File: src/rtl/cellrv32_cpu_cp_sequencer.sv
// Co-processor dispatch sequencer: one-cycle start to a selected slot, wait for
// its valid, forward the result one cycle later; abort on trap, error on timeout.
module cellrv32_cpu_cp_sequencer #(
   parameter int XLEN    = 32,
   parameter int NUM_CP  = 8,
   parameter int TIMEOUT = 255
) (
   input  logic                   clk_i,
   input  logic                   rstn_i,
   input  logic                   trap_i,
   input  logic [NUM_CP-1:0]      req_i,
   output logic                   busy_o,
   output logic [NUM_CP-1:0]      cp_start_o,
   input  logic [NUM_CP-1:0]      cp_valid_i,
   input  logic [NUM_CP*XLEN-1:0] cp_res_i,
   output logic [XLEN-1:0]        res_o,
   output logic                   valid_o,
   output logic                   err_o
);

   localparam int SW = (NUM_CP > 1) ? $clog2(NUM_CP) : 1;

   typedef enum logic [2:0] {S_IDLE, S_START, S_WAIT, S_DONE, S_ERROR} state_t;

   state_t                       state, state_nxt;
   logic [SW-1:0]                sel, sel_nxt, req_idx;
   logic [7:0]                   cnt, cnt_nxt;
   logic                         req_onehot;
   logic [NUM_CP-1:0][XLEN-1:0]  res_arr;

   assign res_arr    = cp_res_i;
   assign req_onehot = $onehot(req_i);

   always_comb begin
      req_idx = '0;
      for (int i = 0; i < NUM_CP; i++)
         if (req_i[i]) req_idx = SW'(i);
   end

   always_ff @(posedge clk_i) begin
      if (!rstn_i) begin
         state <= S_IDLE;
         sel   <= '0;
         cnt   <= '0;
      end else begin
         state <= state_nxt;
         sel   <= sel_nxt;
         cnt   <= cnt_nxt;
      end
   end

   always_comb begin
      state_nxt = state;
      sel_nxt   = sel;
      cnt_nxt   = cnt;
      unique case (state)
         S_IDLE: begin
            if (req_i != '0) begin
               if (req_onehot && !trap_i) begin
                  sel_nxt   = req_idx;
                  cnt_nxt   = '0;
                  state_nxt = S_START;
               end else if (!req_onehot) begin
                  state_nxt = S_ERROR;
               end
            end
         end
         S_START: begin
            if (trap_i)               state_nxt = S_IDLE;
            else if (cp_valid_i[sel]) state_nxt = S_DONE;
            else                      state_nxt = S_WAIT;
         end
         S_WAIT: begin
            // saturate so the counter can never wrap back under the limit
            cnt_nxt = (cnt == 8'hFF) ? cnt : cnt + 8'd1;
            if (trap_i)                         state_nxt = S_IDLE;
            else if (cp_valid_i[sel])           state_nxt = S_DONE;
            else if (cnt == 8'(TIMEOUT - 1))    state_nxt = S_ERROR;
         end
         S_DONE:  state_nxt = S_IDLE;
         S_ERROR: state_nxt = S_IDLE;
         default: state_nxt = S_IDLE;
      endcase
   end

   // per-slot start decode: only the latched slot, only in START
   for (genvar k = 0; k < NUM_CP; k++) begin : g_start
      assign cp_start_o[k] = (state == S_START) && (sel == SW'(k));
   end

   assign busy_o  = (state != S_IDLE);
   assign valid_o = (state == S_DONE) || (state == S_ERROR);
   assign err_o   = (state == S_ERROR);
   assign res_o   = (state == S_DONE) ? res_arr[sel] : '0;

endmodule

File: config.mk
export PLATFORM = sky130hd
export DESIGN_NAME = cellrv32_cpu_cp_sequencer
export DESIGN_NICKNAME = d
export VERILOG_FILES = /design/src/rtl/cellrv32_cpu_cp_sequencer.sv
export SDC_FILE = /design/constraint.sdc
export NUM_CORES = 1
export LEC_CHECK = 0
export CELL_PAD_IN_SITES_DETAIL_PLACEMENT = 1
export CELL_PAD_IN_SITES_GLOBAL_PLACEMENT = 1
export CORE_ASPECT_RATIO = 1.1
export CORE_MARGIN = 8
export CORE_UTILIZATION = 22
export CTS_CLUSTER_DIAMETER = 80
export CTS_CLUSTER_SIZE = 25
export DETAILED_ROUTE_END_ITERATION = 8
export GPL_ROUTABILITY_DRIVEN = 1
export PLACE_DENSITY_LB_ADDON = 0.05
export SLEW_MARGIN = 20
export SYNTH_ARGS = -nofsm -noshare
export SYNTH_HDL_FRONTEND = slang
export SYNTH_SLANG_ARGS = --single-unit
export TNS_END_PERCENT = 20
File: constraint.sdc
create_clock -name clk_i -period 9.6 [get_ports clk_i]
set_input_delay 0.96 -clock clk_i [delete_from_list [all_inputs] [get_ports clk_i]]
set_output_delay 0.96 -clock clk_i [all_outputs]
set_load 0.02 [all_outputs]
* Yosys cells after proc, flatten, opt, wreduce, memory -nomap -nowiden
Cells that the tools add are included.
** Storage, ports and cells
- Bits in registers :: 14
- Input bits :: 275
- Word-level logic and storage cells :: 75
** Operators by class
- Add/sub/neg operators :: 8
- $lt $le $gt $ge :: 1
- Equal/unequal tests :: 19
- Mux-type cells :: 25
- Reduce and logical (&&, ||, !) cells :: 19
** Operator list (number)
- binary-select mux 32 bit (select 3 bit) :: 1
- two-way mux 32 bit :: 2
- two-way mux 3 bit :: 12
- two-way mux 8 bit :: 3
- equality test 8 bit (second input constant) :: 2
- one-hot mux 8 bit (2 select lines) :: 1
- equality test 3 bit (second input constant) :: 5
- equality test 3 x 2 -> 1 bit (second input constant) :: 4
- logical AND 1 bit :: 9
- one-hot mux 3 bit (3 select lines) :: 1
- adder 1 x 1 -> 2 bit :: 4
- adder 8 x 1 -> 8 bit (second input constant) :: 1
- nonzero test 8 bit :: 1
- adder 2 x 2 -> 3 bit :: 2
- equality test 3 x 1 -> 1 bit (second input constant) :: 2
- zero test 3 bit :: 2
- != test 2 bit (second input constant) :: 3
- AND reduction 3 bit :: 2
- adder 3 x 3 -> 4 bit :: 1
- equality test 4 x 1 -> 1 bit (second input constant) :: 1
- < comparator 3 x 4 -> 1 bit (second input constant) :: 1
- != test 4 bit (second input constant) :: 1
- AND reduction 4 bit :: 1
- binary-select mux 1 bit (select 3 bit) :: 1
- other kinds (7) :: 9

* Logic depth before layout (Yosys ltp)
Gate-level depths: netlist of run 1.
- Depth in word-level cells :: 8
- Depth in mapped cells :: 12
- Gate-level depth less buffers :: 12

* Worst setup path before layout of run 1
Ideal clock, no wire load.
- Kind :: in2reg
- Start point :: in req_i[0]
- End point :: reg cnt[1]
- Library setup time :: 116 ps
- Arrival time :: 4294 ps
- Required time :: 9484 ps
- Slack :: 5189 ps
- Cell stages on the path :: 12
- Buffers on the path :: 0
- Path through :: inv_1 fa_1 fa_1 fa_1 inv_1 ha_1 inv_1 fa_1 a211o_1 a2111o_1 o2111a_1 a41o_1
** Between the ends
- Word-level cells in the longest chain between the ends :: 7
** RTL lines
- from (decl) :: line 11 : input logic [NUM_CP-1:0] req_i,
- adder 1 x 1 -> 2 bit (implied by the code) :: line 32 : assign req_onehot = $onehot(req_i);
- adder 2 x 2 -> 3 bit (implied by the code) :: line 32
- adder 3 x 3 -> 4 bit (implied by the code) :: line 32
- equality test 4 x 1 -> 1 bit :: line 32
- logical AND 1 bit :: line 59 : if (req_onehot && !trap_i) begin
- != test 2 bit (no source line)
- AND reduction 4 bit (no source line) *
- to (signal assigned) :: line 48 : cnt <= cnt_nxt;
- to (decl) :: line 27 : logic [7:0] cnt, cnt_nxt;
Every way passes the cells marked *; elsewhere a longest branch is shown, timed or not.
A chain may end at the register's enable or synchronous reset.

* Worst setup path in the final report of run 1
- Start point :: in req_i[1]
- End point :: reg cnt[7]
Same word-level chain as after synthesis.

==> results.md, run 1 <==
* Run status: finished, final reports clean
* Hold Fails Final Rpt at 0
* Final count of pins violating max slew at 0
* Detail-routed net length per standard cell at 25.8 um
* Nets@finish at 881
* Number of synthesized flops with an enable pin at 0
* Post-Synthesis Mean Instance Area at 10.6 um^2
* Total of cells resized after clock tree synthesis at 0
* Internal power consumption at 0.370 mW
* Commonest register cell after synthesis: sky130_fd_sc_hd__dfxtp_1
* Achievable Freq at 0.196 GHz
* Cell types with the largest area share after synthesis: sky130_fd_sc_hd__mux4_2, sky130_fd_sc_hd__mux2i_1, sky130_fd_sc_hd__dfxtp_1, sky130_fd_sc_hd__nor2_1, sky130_fd_sc_hd__fa_1
* Drt pass-1 iters at 4
* Maximum number of pins on one net before global-route repair at 75
* Combined global-route utilization of all metal layers at 21.1%
* Area of the die at 18,400 um^2
* Port buffer count at 317
* Global placer's final weighted congestion at 0.886
* Layout Utilization at 46.3%
* Slowest cell on the critical path: sky130_fd_sc_hd__fa_1
* Final setup TNS at 0 ns
* Total standard cell area after synthesis at 3140 um^2
* Sequential cell fraction of total power at 18.5%
* Maximum vdd ir drop at 0.0944 mV
* Number of buffers created by CTS at 3
* Total power at 0.553 mW
* Total wire length at 20,400 um
* Most numerous cell on the critical path: sky130_fd_sc_hd__fa_1
* Number of violations of the max-capacitance limit at 0
* Hold buffer count at cts at 0
* Number of instances in the synthesized netlist at 296
* Least setup slack across all paths after layout at 4.51 ns
* Net Sw Power at 0.184 mW
* Slew at the pin closest to its max-slew limit at 1.10 ns
* Residual overflow from global routing at 0
* Core region area at 14,200 um^2
* Clock Tree Root: sky130_fd_sc_hd__clkbuf_16
* Clock network latency to the later pin of the worst-skew pair at 0.24 ns
* WS Path Type: in -> reg
* Share of the synthesized area in the top cell type at 45.9%
* Reg clk slew, reported paths at 0.05 ns
* Via/cell ratio at 4.99
* Post-DRT Antenna Nets at 0
* Total leakage power at 2.17 nW
* Deepest level of the CTS H-tree at 1
* Minimum setup slack after placement at 4.22 ns
* Cell Count Post-Placement at 783
* Area grow syn2layout at 109%
* Post-CTS setup buffers at 0
* WP data required at 9.70 ns
* Via count of the first global-routing pass at 4,184
* Antenna violations before repair at 6
* Remaining DRCs at 0
* Crit path time final at 5.09 ns
* Worst reg2reg setup slack at 7.24 ns
* Fraction of registers with async set or reset after synthesis at 0%
* Initial DRC count at 190
* RSZ-0062 raised after global routing: no
* Distinct cells, synth at 49
* Normalized max-slew margin at 26.8%
* Synthesized flop and latch total at 14
* Non-Filler Instances at 789
* Critical path endpoint category: flip-flop
* Vias after detailed routing at 3,940
* Initial cell density of the core at 22.2%
* Worst Skew at 0.00426 ns
* Max Buffers Root-to-Sink at 2
* Ratio of final minimum period to clock period at 53.0%
* Pwr per Cell Area at 84.4 nW/um^2
* Number of endpoints failing setup at the final stage at 0
* Syn nets at 581
* Die span in y at 141 um
* Combinational share of power at 66.9%
* Most common cell after layout, fill and taps aside: sky130_fd_sc_hd__clkdlybuf4s50_1
* Post-DP HPWL at 17,300 um
* Count of boundary I/O pins at 318
* Post-synthesis cell type with the largest combined area: sky130_fd_sc_hd__mux4_2
* Worst hold path type: reg -> reg
* Highest-count cells in the layout ignoring fill and taps: sky130_fd_sc_hd__clkdlybuf4s50_1, sky130_fd_sc_hd__mux4_2, sky130_fd_sc_hd__nor2_1, sky130_fd_sc_hd__mux2i_1, sky130_fd_sc_hd__inv_1
* Critical Path AT at 5.19 ns
* Startpoint types: primary input
* Synthesis Warnings at 0
* Cell Chain, Critical Path: clkdlybuf4s50_1 > inv_1 > fa_1 > fa_1 > fa_1 > inv_1 > ha_1 > inv_1 > fa_1 > a211o_1 > a2111o_1 > o21ai_1 > a211oi_1
* Clock network power share at 14.6%
* Global-route wire length before repair at 29,000 um
* Total clock sinks at 14
* Die X at 130 um
* Fraction of final layout cells with drive strength greater than 1 at 13.3%
* Stage delay of the slowest cell on the critical path at 0.54 ns
* CTS tree: built
* Site row count at 46
* Post-synthesis sequential area ratio at 8.93%
* Crit path max fanout at 7
* Switching share of power at 33.2%
==> power by group through the flow <==
stage	combinational, mW	clock, mW	sequential (mW)
floorplan	0.247	0	0.0664
global placement	0.366	0	0.104
detailed placement	0.372	0	0.104
CTS	0.376	0.0827	0.104
global route	0.398	0.0850	0.106
finish	0.370	0.0809	0.103
==> synth_stat cells, types with 2 or more instances <==
cell                        n
sky130_fd_sc_hd__a211o_1    2
sky130_fd_sc_hd__a211oi_1   2
sky130_fd_sc_hd__a21oi_1    7
sky130_fd_sc_hd__and3_1     2
sky130_fd_sc_hd__buf_2      9
sky130_fd_sc_hd__clkbuf_1  14
sky130_fd_sc_hd__dfxtp_1   14
sky130_fd_sc_hd__fa_1       4
sky130_fd_sc_hd__ha_1       6
sky130_fd_sc_hd__inv_1     18
sky130_fd_sc_hd__mux2i_1   35
sky130_fd_sc_hd__mux4_2    64
sky130_fd_sc_hd__nand2_1    8
sky130_fd_sc_hd__nand2b_1   6
sky130_fd_sc_hd__nand3_1    4
sky130_fd_sc_hd__nand3b_1   2
sky130_fd_sc_hd__nand4_1    4
sky130_fd_sc_hd__nor2_1    49
sky130_fd_sc_hd__nor3_1     5
sky130_fd_sc_hd__o211ai_1   3
sky130_fd_sc_hd__o21ai_0    4
sky130_fd_sc_hd__o31ai_1    3
sky130_fd_sc_hd__or3_1      3
sky130_fd_sc_hd__xnor2_1    2
sky130_fd_sc_hd__xor2_1     2
==> through the flow <==
stage | cell area [um^2] | hold WS (ns)
2_1_floorplan | 3140 | 0.461
3_3_place_gp | 6470 | 0.481
3_5_place_dp | 6470 | 0.497
4_1_cts | 6550 | 0.507
5_1_grt | 6560 | 0.534
6_report | 6560 | 0.502
==> area by class of cell <==
| cell class | instances | area [um^2] |
|---|---|---|
| antenna | 2 | 5.00 |
| clock buffer | 4 | 78.8 |
| fill | 1581 | 7600 |
| inverter | 18 | 67.6 |
| multi-input combinational | 239 | 2680 |
| sequential | 14 | 289 |
| tap | 192 | 240 |
| timing repair buffer | 320 | 3200 |
==> path summary, 6_finish.rpt <==
path / cells after the start / start / endpoint
max: 13 / req_i[1] / cnt[7]
min: 2 / cnt[5] / cnt[5]
max reg2reg: 5 / sel[0] / state[0]
min reg2reg: 2 / cnt[5] / cnt[5]
==> layer usage <==
layer | track usage, % | vias up | routed length, um
li1 | - | 1780 | -
met5 | 0 | - | 56
met1 | 23.6 | 1963 | 7650
met2 | 38.0 | 163 | 10500
met4 | 4.53 | 8 | 422
met3 | 6.83 | 26 | 1790
==> cells by family after synthesis <==
logic type / synth area share, %
adder cells (fa/ha/maj): 4.94
AND/OR/NAND/NOR: 13.8
buffers and inverters: 5.74
XOR/XNOR: 1.12
AO/OA/AOI/OAI: 8.05
multiplexers: 57.4
flip-flops: 8.93
==> critical path: cells and delay by family <==
| kind | cells | cell delay (ns) |
|---|---|---|
| AOI/OAI and AO/OA | 4 | 1.46 |
| buffers and inverters | 4 | 0.71 |
| adders and majority gates | 5 | 2.07 |
==> state kept, by name, summed over array words and instances, names as in the netlist <==
register  cells
state         3
cnt           8
sel           3
(Power assumes the default switching activity.)
==> run 2: changes to the inputs <==
Settings changed: CORE_UTILIZATION 22 to 20.
Clock period 9.6 ns to 5.16 ns, I/O delays scaled along.
==> results.md, run 2 (synthesized netlist as in run 1, its figures left out) <==
* Run status: finished, final reports clean
* Post-DRT Antenna Nets at 0
* Stage delay of the slowest cell on the critical path at 0.57 ns
* WP data required at 5.26 ns
* Total of cells resized after clock tree synthesis at 0
* Max reg flops at 8
* Area grow syn2layout at 110%
* Kind of cell adding the most delay to the critical path: adder cells
* Die X at 135 um
* Crit path max fanout at 7
* Met1 Routed Length at 7770 um
* Initial cell density of the core at 20.2%
* Port buffer count at 317
* Worst path buffer plus inverter count at 4
* Global-route wire length before repair at 30,300 um
* Via count of the first global-routing pass at 4,266
* Hold buffer count at cts at 0
* Cell Chain, Critical Path: clkdlybuf4s50_1 > inv_1 > fa_1 > fa_1 > fa_1 > inv_1 > ha_1 > inv_1 > fa_1 > a211o_1 > a2111o_1 > o21ai_1 > a211oi_1
* Most common cell after layout, fill and taps aside: sky130_fd_sc_hd__clkdlybuf4s50_1
* Remaining DRCs at 0
* Highest-count cells in the layout ignoring fill and taps: sky130_fd_sc_hd__clkdlybuf4s50_1, sky130_fd_sc_hd__mux4_2, sky130_fd_sc_hd__nor2_1, sky130_fd_sc_hd__mux2i_1, sky130_fd_sc_hd__inv_1
* Number of endpoints failing setup at the final stage at 0
* Antenna violations before repair at 3
* Die span in y at 147 um
* Final setup TNS at 0 ns
* Reg clk slew, reported paths at 0.05 ns
* Worst Skew at 0.00468 ns
* Worst hold path type: reg -> reg
* Via/cell ratio at 4.87
* Site row count at 48
* Hold Fails Final Rpt at 0
* Pwr per Cell Area at 159 nW/um^2
* Total wire length at 20,900 um
* Startpoint types: primary input
* Achievable Freq at 0.219 GHz
* Routed wl met2 at 11,200 um
* Max Buffers Root-to-Sink at 2
* Largest registers in the final layout: cnt (8), sel (3), state (3)
* Number of buffers created by CTS at 3
* Residual overflow from global routing at 0
* Normalized max-slew margin at 27.8%
* Total leakage power at 2.18 nW
* Maximum vdd ir drop at 0.139 mV
* Ratio of final minimum period to clock period at 88.6%
* Maximum number of pins on one net before global-route repair at 75
* Nets@finish at 882
* Vias after detailed routing at 3,884
* Global placer's final weighted congestion at 0.865
* Top layer used by detailed routing: met5
* Count of boundary I/O pins at 318
* Combined global-route utilization of all metal layers at 20.2%
* Most flop-heavy register: cnt
* Clock Tree Root: sky130_fd_sc_hd__clkbuf_16
* Slowest cell on the critical path: sky130_fd_sc_hd__fa_1
* Most numerous cell on the critical path: sky130_fd_sc_hd__fa_1
* Length of routed met3 wiring at 1610 um
* Post-DP HPWL at 17,900 um
* Drt pass-1 iters at 6
* Initial DRC count at 170
* Total power at 1.05 mW
* WS Path Type: in -> reg
* Critical Path AT at 4.67 ns
* Slew at the pin closest to its max-slew limit at 1.08 ns
* Detail-routed net length per standard cell at 26.3 um
* Critical path endpoint category: flip-flop
* RSZ-0062 raised after global routing: no
* Crit path time final at 4.57 ns
* Area of the die at 20,000 um^2
* Fraction of final layout cells with drive strength greater than 1 at 13.6%
* Deepest level of the CTS H-tree at 1
* Post-CTS setup buffers at 0
* CTS tree: built
* Number of violations of the max-capacitance limit at 0
* Clock network latency to the later pin of the worst-skew pair at 0.24 ns
* Core region area at 15,600 um^2
* Total clock sinks at 14
* Final count of pins violating max slew at 0
-- run 2: cell count changes in the layout (fill, tap and decap cells not counted) --
cell                       before  now
sky130_fd_sc_hd__clkbuf_1       1    0
sky130_fd_sc_hd__clkbuf_8       0    1
sky130_fd_sc_hd__buf_4          3    4
sky130_fd_sc_hd__diode_2        2    1
-- run 2: worst min-delay path, stage by stage (launching register included) --
cell,delay [ns]
sky130_fd_sc_hd__dfxtp_1,0.33
sky130_fd_sc_hd__o31ai_1,0.08
sky130_fd_sc_hd__a21oi_1,0.06
-- run 2: per-stage QoR --
step	hold slack [ns]	util [%]	cells	worst slack (ns)	cell area, um^2
floorplan	0.461	-	296	1.19	3140
detailed placement	0.506	41.7	792	0.294	6490
finish	0.513	42.3	797	0.589	6580
global placement	0.477	41.7	792	0.448	6490
global route	0.543	42.3	797	0.315	6580
CTS	0.513	42.3	796	0.557	6580
-- run 2: final timing paths --
path / from / to / slack (ns) / cells past startpoint
max: req_i[0] / cnt[7] / 0.59 / 13
min: cnt[5] / cnt[5] / 0.51 / 2
min reg2reg: cnt[5] / cnt[5] / 0.51 / 2
max reg2reg: sel[0] / state[0] / 3.00 / 5
-- run 2: metal layers --
layer,GRT usage (%),vias to the layer above
met1,22.8,1908
met5,0,-
met4,2.72,4
met2,37.5,175
met3,5.23,19
li1,-,1778
-- run 2: layout make-up --
| class | count | area, um^2 |
|---|---|---|
| fill | 1730 | 8970 |
| timing repair buffer | 321 | 3200 |
| multi-input combinational | 239 | 2680 |
| sequential | 14 | 289 |
| tap | 200 | 250 |
| clock buffer | 4 | 88.8 |
| inverter | 18 | 67.6 |
| antenna | 1 | 2.50 |
-- run 2: where the power goes --
group	internal [mW]	switching, mW
Sequential	0.119	0.0835
Clock	0.117	0.0428
Combinational	0.466	0.221
